## src/rtl/usb_hub_pkg.sv

```systemverilog
// Shared hub definitions: line-state FSM encodings, raw line codes, and timer width helper.
package usb_hub_pkg;

   localparam logic [2:0] LS_DETACHED  = 3'd0;
   localparam logic [2:0] LS_ATTACH    = 3'd1;
   localparam logic [2:0] LS_IDLE      = 3'd2;
   localparam logic [2:0] LS_BUS_RESET = 3'd3;
   localparam logic [2:0] LS_SUSPEND   = 3'd4;
   localparam logic [2:0] LS_RESUME    = 3'd5;

   localparam logic [1:0] LINE_SE0  = 2'b00;
   localparam logic [1:0] LINE_FS_J = 2'b10;
   localparam logic [1:0] LINE_LS_J = 2'b01;
   localparam logic [1:0] LINE_SE1  = 2'b11;

   typedef enum logic [2:0] {
      ST_DETACHED  = LS_DETACHED,
      ST_ATTACH    = LS_ATTACH,
      ST_IDLE      = LS_IDLE,
      ST_BUS_RESET = LS_BUS_RESET,
      ST_SUSPEND   = LS_SUSPEND,
      ST_RESUME    = LS_RESUME
   } lsm_state_t;

   function automatic int max5(input int a, input int b, input int c, input int d, input int e);
      int m;
      m = a;
      if (b > m) m = b;
      if (c > m) m = c;
      if (d > m) m = d;
      if (e > m) m = e;
      return m;
   endfunction

endpackage

```

## src/rtl/usb_lsm_timer.sv

```systemverilog
// Saturating cycle counter; restart loads 1 so the restarting sample itself counts.
// reached is high when the current enabled sample is the threshold-th consecutive one.
module usb_lsm_timer #(
   parameter int W = 7
) (
   input  logic         clock,
   input  logic         reset,
   input  logic         clear,
   input  logic         enable,
   input  logic         restart,
   input  logic [W-1:0] threshold,
   output logic         reached
);

   logic [W-1:0] count;
   logic [W-1:0] base;

   assign base    = restart ? '0 : count;
   assign reached = ({1'b0, base} + (W+1)'(1)) >= {1'b0, threshold};

   always_ff @(posedge clock or posedge reset) begin
      if (reset) begin
         count <= '0;
      end else if (clear) begin
         count <= '0;
      end else if (enable) begin
         if (restart)
            count <= W'(1);
         else if (count != '1)
            count <= count + W'(1);
      end
   end

endmodule

```

## src/rtl/usb_line_state_monitor.sv

```systemverilog
// Per-port USB line-state monitor: attach/speed, bus reset, detach, suspend/resume decode.
// Suspend/resume support is built only when USB_LSM_SUSPEND_EN is defined.
module usb_line_state_monitor
   import usb_hub_pkg::*;
#(
   parameter int ATTACH_CYCLES  = 16,
   parameter int RESET_CYCLES   = 20,
   parameter int DETACH_CYCLES  = 64,
   parameter int SUSPEND_CYCLES = 48,
   parameter int RESUME_CYCLES  = 4
) (
   input  logic       clock,
   input  logic       reset,
   input  logic [1:0] usb_signals,
   output logic       attached,
   output logic       low_speed,
   output logic [1:0] j_state,
   output logic [1:0] k_state,
   output logic       bus_reset,
   output logic       suspended,
   output logic       resume_pulse,
   output logic       line_error,
   output logic [2:0] state
);

   localparam int CNT_W = $clog2(max5(ATTACH_CYCLES, RESET_CYCLES, DETACH_CYCLES,
                                      SUSPEND_CYCLES, RESUME_CYCLES) + 1);
   localparam logic [CNT_W-1:0] ATT_T = CNT_W'(ATTACH_CYCLES);
   localparam logic [CNT_W-1:0] RST_T = CNT_W'(RESET_CYCLES);
   localparam logic [CNT_W-1:0] DET_T = CNT_W'(DETACH_CYCLES);
`ifdef USB_LSM_SUSPEND_EN
   localparam logic [CNT_W-1:0] SUS_T = CNT_W'(SUSPEND_CYCLES);
   localparam logic [CNT_W-1:0] RES_T = CNT_W'(RESUME_CYCLES);
`endif

   lsm_state_t       state_q, state_d;
   logic [1:0]       last_line, cand_q, cand_d, j_q, k_q;
   logic             low_q, latch, err_q, pulse_d;
   logic             cnt_clr, cnt_en, line_chg, reached;
   logic [CNT_W-1:0] thr;

   // A change of line value means any counting condition starts afresh.
   assign line_chg = (usb_signals != last_line);

   always_comb begin
      thr = ATT_T;
      case (state_q)
         ST_IDLE:      thr = RST_T;
         ST_BUS_RESET: thr = DET_T;
`ifdef USB_LSM_SUSPEND_EN
         ST_SUSPEND:   thr = (usb_signals == LINE_SE0) ? RST_T : RES_T;
`endif
         default:      thr = ATT_T;
      endcase
`ifdef USB_LSM_SUSPEND_EN
      if (state_q == ST_IDLE && usb_signals != LINE_SE0) thr = SUS_T;
`endif
   end

   usb_lsm_timer #(.W(CNT_W)) u_timer (
      .clock     (clock),
      .reset     (reset),
      .clear     (cnt_clr),
      .enable    (cnt_en),
      .restart   (line_chg),
      .threshold (thr),
      .reached   (reached)
   );

   always_comb begin
      state_d = state_q;
      cand_d  = cand_q;
      latch   = 1'b0;
      cnt_clr = 1'b0;
      cnt_en  = 1'b0;
      pulse_d = 1'b0;
      if (usb_signals == LINE_SE1) begin
         cnt_clr = 1'b1;
      end else begin
         case (state_q)
            ST_DETACHED: begin
               if (usb_signals != LINE_SE0) begin
                  state_d = ST_ATTACH;
                  cand_d  = usb_signals;
                  cnt_en  = 1'b1;
               end else begin
                  cnt_clr = 1'b1;
               end
            end
            ST_ATTACH: begin
               if (usb_signals == LINE_SE0) begin
                  state_d = ST_DETACHED;
                  cnt_clr = 1'b1;
               end else if (usb_signals == cand_q) begin
                  cnt_en = 1'b1;
                  if (reached) begin
                     state_d = ST_IDLE;
                     latch   = 1'b1;
                     cnt_clr = 1'b1;
                  end
               end else begin
                  cand_d = usb_signals;
                  cnt_en = 1'b1;
               end
            end
            ST_IDLE: begin
               if (usb_signals == LINE_SE0) begin
                  cnt_en = 1'b1;
                  // Counter keeps running into BUS_RESET so detach sees cumulative SE0.
                  if (reached) state_d = ST_BUS_RESET;
`ifdef USB_LSM_SUSPEND_EN
               end else if (usb_signals == j_q) begin
                  cnt_en = 1'b1;
                  if (reached) begin
                     state_d = ST_SUSPEND;
                     cnt_clr = 1'b1;
                  end
`endif
               end else begin
                  cnt_clr = 1'b1;
               end
            end
            ST_BUS_RESET: begin
               if (usb_signals == LINE_SE0) begin
                  cnt_en = 1'b1;
                  if (reached) begin
                     state_d = ST_DETACHED;
                     cnt_clr = 1'b1;
                  end
               end else begin
                  state_d = ST_IDLE;
                  latch   = 1'b1;
                  cnt_clr = 1'b1;
               end
            end
`ifdef USB_LSM_SUSPEND_EN
            ST_SUSPEND: begin
               if (usb_signals == LINE_SE0) begin
                  cnt_en = 1'b1;
                  if (reached) state_d = ST_BUS_RESET;
               end else if (usb_signals == k_q) begin
                  cnt_en = 1'b1;
                  if (reached) begin
                     state_d = ST_RESUME;
                     cnt_clr = 1'b1;
                  end
               end else begin
                  cnt_clr = 1'b1;
               end
            end
            ST_RESUME: begin
               cnt_clr = 1'b1;
               if (usb_signals != k_q) begin
                  state_d = ST_IDLE;
                  pulse_d = 1'b1;
               end
            end
`endif
            default: begin
               state_d = ST_DETACHED;
               cnt_clr = 1'b1;
            end
         endcase
      end
   end

   always_ff @(posedge clock or posedge reset) begin
      if (reset) begin
         state_q   <= ST_DETACHED;
         last_line <= LINE_SE0;
         cand_q    <= LINE_FS_J;
         j_q       <= LINE_FS_J;
         k_q       <= LINE_LS_J;
         low_q     <= 1'b0;
         err_q     <= 1'b0;
      end else begin
         state_q   <= state_d;
         last_line <= usb_signals;
         cand_q    <= cand_d;
         err_q     <= (usb_signals == LINE_SE1);
         if (latch) begin
            j_q   <= usb_signals;
            k_q   <= ~usb_signals;
            low_q <= (usb_signals == LINE_LS_J);
         end
      end
   end

`ifdef USB_LSM_SUSPEND_EN
   logic pulse_q;
   always_ff @(posedge clock or posedge reset) begin
      if (reset) pulse_q <= 1'b0;
      else       pulse_q <= pulse_d;
   end
   assign suspended    = (state_q == ST_SUSPEND) || (state_q == ST_RESUME);
   assign resume_pulse = pulse_q;
`else
   assign suspended    = 1'b0;
   assign resume_pulse = 1'b0;
`endif

   assign state      = state_q;
   assign attached   = (state_q != ST_DETACHED) && (state_q != ST_ATTACH);
   assign bus_reset  = (state_q == ST_BUS_RESET);
   assign low_speed  = low_q;
   assign j_state    = j_q;
   assign k_state    = k_q;
   assign line_error = err_q;

endmodule

```

## config.mk

```make
export PLATFORM = sky130hd
export DESIGN_NAME = usb_line_state_monitor
export DESIGN_NICKNAME = d
export VERILOG_FILES = /design/src/rtl/usb_hub_pkg.sv /design/src/rtl/usb_lsm_timer.sv /design/src/rtl/usb_line_state_monitor.sv
export SDC_FILE = /design/constraint.sdc
export NUM_CORES = 1
export LEC_CHECK = 0
export ABC_AREA = 1
export CAP_MARGIN = 40
export CORE_MARGIN = 8
export CORE_UTILIZATION = 48
export CTS_CLUSTER_SIZE = 16
export DETAILED_ROUTE_END_ITERATION = 6
export PLACE_DENSITY = 0.73
export SLEW_MARGIN = 20
export SYNTH_ARGS = -nofsm -noshare
export SYNTH_HDL_FRONTEND = slang
export SYNTH_SLANG_ARGS = --single-unit
export TNS_END_PERCENT = 1
```

## constraint.sdc

```tcl
create_clock -name clock -period 2.16 [get_ports clock]
set_clock_uncertainty 0.1 [all_clocks]
set_input_delay 0.432 -clock clock [delete_from_list [all_inputs] [get_ports clock]]
set_output_delay 0.432 -clock clock [all_outputs]
set_load 0.02 [all_outputs]
```

==> summary.md, run 1 <==
| Metric | Value |
|---|---|
| Final setup viols | 10 |
| Register area share after synthesis | 38.2% |
| Final hold violation count | 0 |
| WL/cell | 11.2 um |
| Seq pwr share | 34.1% |
| Synthesized area per cell | 7.00 sq um |
| DIE AREA | 4500 sq um |
| Switch share | 41.8% |
| Fmax | 457 MHz |
| Peak supply drop | 0.882 mV |
| Routed Antenna Nets | 0 |
| Tcrit/Tclk final | 101% |
| Post-layout minimum cycle time | 2190 ps |
| GRT Overall Usage | 12.4% |
| Layout area overhead | 30.2% |
| Max_cap viols | 0 |
| Leakage | 0.873 nW |
| Hold-fix buffer count after cts | 0 |
| Mapped Cells | 179 |
| DRT Pass-1 Iters | 4 |
| GP Congestion | 0.894 |
| Post-synthesis register bit count | 19 |
| Largest net degree at the start of global routing | 20 |
| IO Pins | 17 |
| Std-Cell Rows | 18 |
| Setup slack, reg-to-reg | -30 ps |
| Global-route wire length before repair | 4.51 mm |
| Fin area | 1630 sq um |
| CTS clk-pin slew, worst paths | 110 ps |
| Critical path class | input pin to register |
| Mapped Area | 1250 sq um |
| CORE AREA | 2480 sq um |
| CP Launch Type | input pin |
| Setup slack after layout | -27.3 ps |
| DR vias/cell | 4.83 |
| Synth unique cells | 29 |
| Worst Path Max Fanout | 7 |
| Antenna diodes | 0 |
| Setup TNS | -193 ps |
| Initial antenna violation count | 0 |
| Via count | 1,198 |
| Status | complete, but fails checks |
| Hold Path Sink | last_line[1]$_DFF_PP0_ |
| H-tree depth | 1 |
| Worst min-delay path class | input pin to register |
| Async SR Flop Fraction | 100% |
| WL final | 2.77 mm |
| Pwr/cell area | 936 nW/um^2 |
| Total congestion overflow | 0 |
| Vias in the first global route | 1,109 |
| Dpl ws | -765 ps |
| Worst r2r dst | k_state[1]$_DFFE_PP0P_ |
| Hpwl dp | 2.20 mm |
| Clock root buffer | clkbuf_4 |
| Worst R2R Path Depth | 16 |
| P_sw | 0.000640 W |
| Max Slew Vio Count | 0 |
| Crit path DAT | 2320 ps |
| Hold depth | 1 |
| Top_reg_cell synth | dfrtp_1 |
| Clock Latency Late Sink | 290 ps |
| Clock power share | 11.8% |
| Reg-to-reg startpoint | u_timer.count[1]$_DFFE_PP0P_ |
| Share of cells above drive strength 1 | 24.8% |
| DR DRC count | 0 |
| Deepest clock path buffer count | 2 |
| Final net count | 227 |
| Detailed Route Iter0 Violations | 48 |
| Starting Density | 50.6% |
| Startpoint of the worst hold path | usb_signals[1] |
| TritonCTS clock tree | done |
| RSZ-0062 raised after global routing | yes |
| Die Y | 67.1 um |
| Violated checks | negative setup slack |
| Comb pwr share | 54.1% |
| Worst endpoint required time | 2290 ps |
| Crit end category | register |
| Buffers on Ports | 13 |
| Die width | 67.1 um |
| Yosys synthesis warning count | 0 |
| Placed Instance Area | 1580 sq um |
| Internal Pwr Total | 0.000889 W |
| Fin util | 65.9% |
| TritonCTS sink count | 19 |
| Post-synth EDFFs | 0 |
| Num CTS Buffers | 3 |
[cells in the final DEF (no fill, tap or decap), types with 2 or more instances in the layout]
master,instances
dfstp_2,3
nor2_1,18
clkdlybuf4s50_1,10
clkbuf_4,3
inv_1,26
nand2_2,4
o21ai_1,2
conb_1,3
dfrtp_1,16
nor2_2,6
nand2_1,47
clkdlybuf4s15_2,2
nand3_2,2
inv_2,3
ha_1,4
nor3_1,2
nand3_1,8
a31oi_1,2
nand4_1,3
o211ai_1,2
o21ai_0,10
buf_4,26
a21oi_1,5
[worst max-delay path by stage]
stage	start	to	slack [ps]
6_report	usb_signals[1]	u_timer.count[3]$_DFFE_PP0P_	-30
5_1_grt	last_line[1]$_DFF_PP0_	u_timer.count[1]$_DFFE_PP0P_	-200
4_1_cts	last_line[0]$_DFF_PP0_	u_timer.count[0]$_DFFE_PP0P_	-40
3_5_place_dp	usb_signals[1]	u_timer.count[2]$_DFFE_PP0P_	-760
3_3_place_gp	usb_signals[1]	u_timer.count[2]$_DFFE_PP0P_	-730
2_1_floorplan	usb_signals[1]	j_state[0]$_DFFE_PP0P_	-30
[cell families (layout without fill, tap and decap cells)]
kind of cell	count (synthesis)	count (layout)	share of synthesized area, %
flops	19	19	38.2
compound gates	26	26	11.9
fa+ha+maj	4	4	3.99
other cells	1	3	0.299
simple gates	94	94	33.6
buf+inv	35	72	12.0
[area by class of cell]
cell class	instances	area, sq um
clock inverter	1	5.00
tap	30	37.5
sequential	19	479
timing repair buffer	39	327
clock buffer	3	22.5
multi-input combinational	127	653
inverter	29	109
fill	228	845
[repair_timing]
action | CTS | global route
pin swaps | 2 | 0
hold endpoints to repair | 0 | 0
gates resized for setup | 12 | 2
setup endpoints to repair | 15 | 14
buffers inserted | 0 | 0
[per-layer routing]
layer	share of wire, %	routed length (um)	global-route usage (%)
met3	4.3	120	3.19
met5	0	0	0
met2	45	1250	21.1
met1	50	1400	15.3
met4	0.14	4	2.35
[through the flow]
step / hold WS [ps] / cells / total power, W
3_5_place_dp: 353 / 244 / 0.00135
5_1_grt: 292 / 248 / 0.00164
6_report: 302 / 248 / 0.00153
4_1_cts: 295 / 248 / 0.00153
2_1_floorplan: 281 / 181 / 0.00101
3_3_place_gp: 353 / 244 / 0.00134
[synthesized netlist by cell type (2+ instances only)]
master,number,area (sq um)
o211ai_1,2,15.0
nand2_2,5,31.3
dfrtp_1,16,400
nand3_1,9,45.0
nor3_1,2,10.0
buf_4,3,22.5
o21ai_0,11,55.1
ha_1,4,50.1
inv_2,3,11.3
nand2_1,47,176
clkbuf_1,2,7.51
nor2_2,3,18.8
a21oi_1,6,30.0
nor2_1,21,78.8
a31oi_1,2,12.5
nand4_1,3,18.8
dfstp_2,3,78.8
inv_1,26,97.6
[power groups by stage]
stage | registers [W] | logic, W | clock network [W]
final | 0.000521 | 0.000828 | 0.000181
after global routing | 0.000533 | 0.000907 | 0.000201
after CTS | 0.000521 | 0.000826 | 0.000186
after detailed placement | 0.000528 | 0.000820 | 0
after global placement | 0.000524 | 0.000813 | 0
after floorplan | 0.000616 | 0.000395 | 0
[critical path, stage by stage]
cell             delay [ps]
clkdlybuf4s15_2         220
inv_1                    60
nand2_1                  60
nand2_1                  60
nor2_2                  120
o211ai_1                110
ha_1                    280
and3_1                  180
nand2_1                  60
nand2_1                  50
nor2_2                  110
nor2_2                   50
nand2_2                  60
nand2_2                  60
a21boi_1                150
nand2_2                 140
nor2_1                  120
[flip-flops by register name (all words and copies together) (netlist names), named ones only]
signal,flops
u_timer.count,7
cand_q,2
j_state,2
k_state,2
last_line,2
line_error,1
low_speed,1
state,1
Note: power is estimated with default switching activity, not from simulation.
==> run 2: changes to the inputs <==
CORE_UTILIZATION = 54   (was 48)
PLACE_DENSITY = 0.78   (was 0.73)
clock period = 2.5 ns   (was 2.16 ns; I/O delays follow)
==> summary.md, run 2 (same netlist as run 1, synthesis figures left out) <==
| Metric | Value |
|---|---|
| Critical path class | input pin to register |
| Setup TNS | 0 ps (+193 ps) |
| Critical path, cell by cell | dlygate4sd2_1 -> inv_1 -> nand2_1 -> nand2_1 -> nor2_2 -> buf_4 -> nand3_1 -> o21ai_1 -> ha_1 -> inv_1 -> nor2_1 -> nand2_2 -> nand2_2 -> nand2_1 -> nand2_2 -> nand2_4 -> nand2_2 -> nand2_1 |
| Setup slack, reg-to-reg | 200 ps (+230 ps) |
| Grt peak-use layer | met2 |
| GRT Overall Usage | 14.3% (+1.9 points) |
| DRT Pass-1 Iters | 4 (unchanged) |
| Final hold violation count | 0 (unchanged) |
| P_sw | 0.000566 W (-12%) |
| Leakage | 0.811 nW (-7.0%) |
| Comb pwr share | 51.0% (-3.1 points) |
| Crit path to | j_state[0]$_DFFE_PP0P_ |
| Routed Antenna Nets | 0 (unchanged) |
| Starting Density | 56.7% (+6.1 points) |
| Hold-fix buffer count after cts | 0 (unchanged) |
| TritonCTS clock tree | done |
| Internal Pwr Total | 0.000735 W (-17%) |
| IO Pins | 17 (unchanged) |
| WL final | 2.94 mm (+6.2%) |
| Critical path launch point | usb_signals[1] |
| Worst Max-Slew Pin Slew | 701 ps |
| CTS clk-pin slew, worst paths | 110 ps (about the same) |
| Final net count | 215 (-5.3%) |
| CP Depth | 18 (+1) |
| Crit-path slowest cell | ha_1 |
| GP Congestion | 0.877 (-1.8%) |
| Vias in the first global route | 1,083 (-2.3%) |
| Die Y | 64.2 um (-4.4%) |
| Via count | 1,227 (+2.4%) |
| Clock Latency Late Sink | 300 ps (about the same) |
| Commonest non-fill, non-tap cell in the layout | nand2_1 |
| Worst Path Max Fanout | 6 (-1) |
| Max FFs per register | 7 (unchanged) |
| Worst path max stage delay | 320 ps (+40 ps) |
| Final setup viols | 0 (-10) |
| Clock power share | 11.9% (about the same) |
| Std-Cell Rows | 17 (-1) |
| Worst min-delay path class | register to register |
| Crit end category | register |
| Fin util | 69.9% (+3.9 points) |
| Num CTS Buffers | 3 (unchanged) |
| Fmax | 425 MHz |
| Buffers on Ports | 13 (unchanged) |
| Max_cap viols | 0 (unchanged) |
| Share of cells above drive strength 1 | 20.4% (-4.4 points) |
| Pwr/cell area | 842 nW/um^2 (-10%) |
| Status | completed |
| Die width | 64.2 um (-4.4%) |
| Largest net degree at the start of global routing | 20 (unchanged) |
| Post-layout minimum cycle time | 2350 ps |
| CORE AREA | 2210 sq um (-11%) |
| Clock root buffer | clkbuf_4 |
| Buffers & Inverters on Critical Path | 4 (+2) |
| DR vias/cell | 5.24 (+8.5%) |
| M1 GR Usage | 16.8% (+1.5 points) |
| Switch share | 43.5% (+1.6 points) |
| Worst R2R Path Depth | 15 (-1) |
| Worst endpoint required time | 2600 ps (+310 ps) |
| Worst r2r dst | j_state[0]$_DFFE_PP0P_ |
| Hpwl dp | 2.25 mm (+2.3%) |
| Reg-to-reg startpoint | u_timer.count[1]$_DFFE_PP0P_ |
| Crit path DAT | 2450 ps (+130 ps) |
| Seq pwr share | 37.0% (+2.9 points) |
| Overall power | 0.00130 W (-15%) |
| DR DRC count | 0 (unchanged) |
| Deepest clock path buffer count | 2 (unchanged) |
| CP Launch Type | input pin |
| H-tree depth | 1 (unchanged) |
| M3 GR Usage | 2.96% (-0.23 points) |
| Total congestion overflow | 0 (unchanged) |
| Global-route wire length before repair | 4.77 mm (+6.0%) |
| WL/cell | 12.6 um (+13%) |
| Antenna diodes | 0 (unchanged) |
| Most frequent cells in the layout | nand2_1, inv_1, nor2_1 |
| M2 GR Usage | 25.1% (+3.9 points) |
| Critical path's top delay family | simple AND/OR/NAND/NOR gates |
| Tcrit/Tclk final | 94.1% |
| Max Slew Vio Count | 0 (unchanged) |
| Slew headroom | 53.2% |
| Detailed Route Iter0 Violations | 42 (-13%) |
| Initial antenna violation count | 0 (unchanged) |
| DIE AREA | 4120 sq um (-8.5%) |
| TritonCTS sink count | 19 (unchanged) |
| Peak supply drop | 0.643 mV (-27%) |
| Biggest register | u_timer.count |
| Layout area overhead | 23.3% |
run 2: changes by cell type in the layout (fill, tap and decap cells not counted), sizes merged:
cell / change
buf: -12
clkdlybuf4s15: -1
clkdlybuf4s50: +1
run 2: worst min-delay path by stage:
stage,start,endpoint,slack [ps],cells after the start
2_1_floorplan,reset,async pin,350,1
3_3_place_gp,j_state[1]$_DFFE_PP1P_,j_state[1]$_DFFE_PP1P_,350,2
3_5_place_dp,k_state[0]$_DFFE_PP1P_,k_state[0]$_DFFE_PP1P_,360,2
4_1_cts,k_state[0]$_DFFE_PP1P_,k_state[0]$_DFFE_PP1P_,380,2
5_1_grt,k_state[0]$_DFFE_PP1P_,k_state[0]$_DFFE_PP1P_,410,2
6_report,k_state[0]$_DFFE_PP1P_,k_state[0]$_DFFE_PP1P_,380,2
run 2: worst register-to-register path, stage by stage (launching register included):
cell and delay, ps:
dfrtp_1 430, nand2_1 110, nor2_1 170, nand3_2 120, nand3_1 100, o21ai_1 80, ha_1 320, inv_1 50
nor2_1 140, nand2_2 80, nand2_2 70, nand2_1 60, nand2_2 130, nand2_4 100, nand2_2 100, nand2_1 50
run 2: final cells by class:
cell class,count,area [sq um]
clock buffers,3,22.5
clock inverters,1,5.00
fillers,183,667
inverters,29,109
multi-input cells,127,661
flip-flops and latches,19,479
well taps,28,35.0
repair buffers,27,234
run 2: metrics by stage:
stage,area [sq um],hold slack [ps],std cells,worst slack (ps)
floorplan,1260,349,181,242
global placement,1480,353,229,-342
detailed placement,1480,359,229,-442
CTS,1530,376,233,166
global route,1550,409,234,-5.89
finish,1550,378,234,146
run 2: what timing repair did:
| item | 4_1_cts | 5_1_grt |
|---|---|---|
| pin swaps | 2 | 1 |
| endpoints found under the setup margin | 13 | 5 |
| buffers inserted | 0 | 1 |
| resized for setup | 9 | 3 |
run 2: metal layers:
metal  routed length (um)  vias up
li1                     -      617
met1                 1230      564
met2                 1510       42
met3                  173        4
met4                   27        0
met5                    0        -
run 2: power by group through the flow:
stage                     registers [W]  logic, W  clock network (W)
after detailed placement       0.000478  0.000645                  0
after floorplan                0.000533  0.000341                  0
after global routing           0.000487  0.000732           0.000169
final                          0.000482  0.000664           0.000155
after CTS                      0.000476  0.000659           0.000158
after global placement         0.000472  0.000626                  0
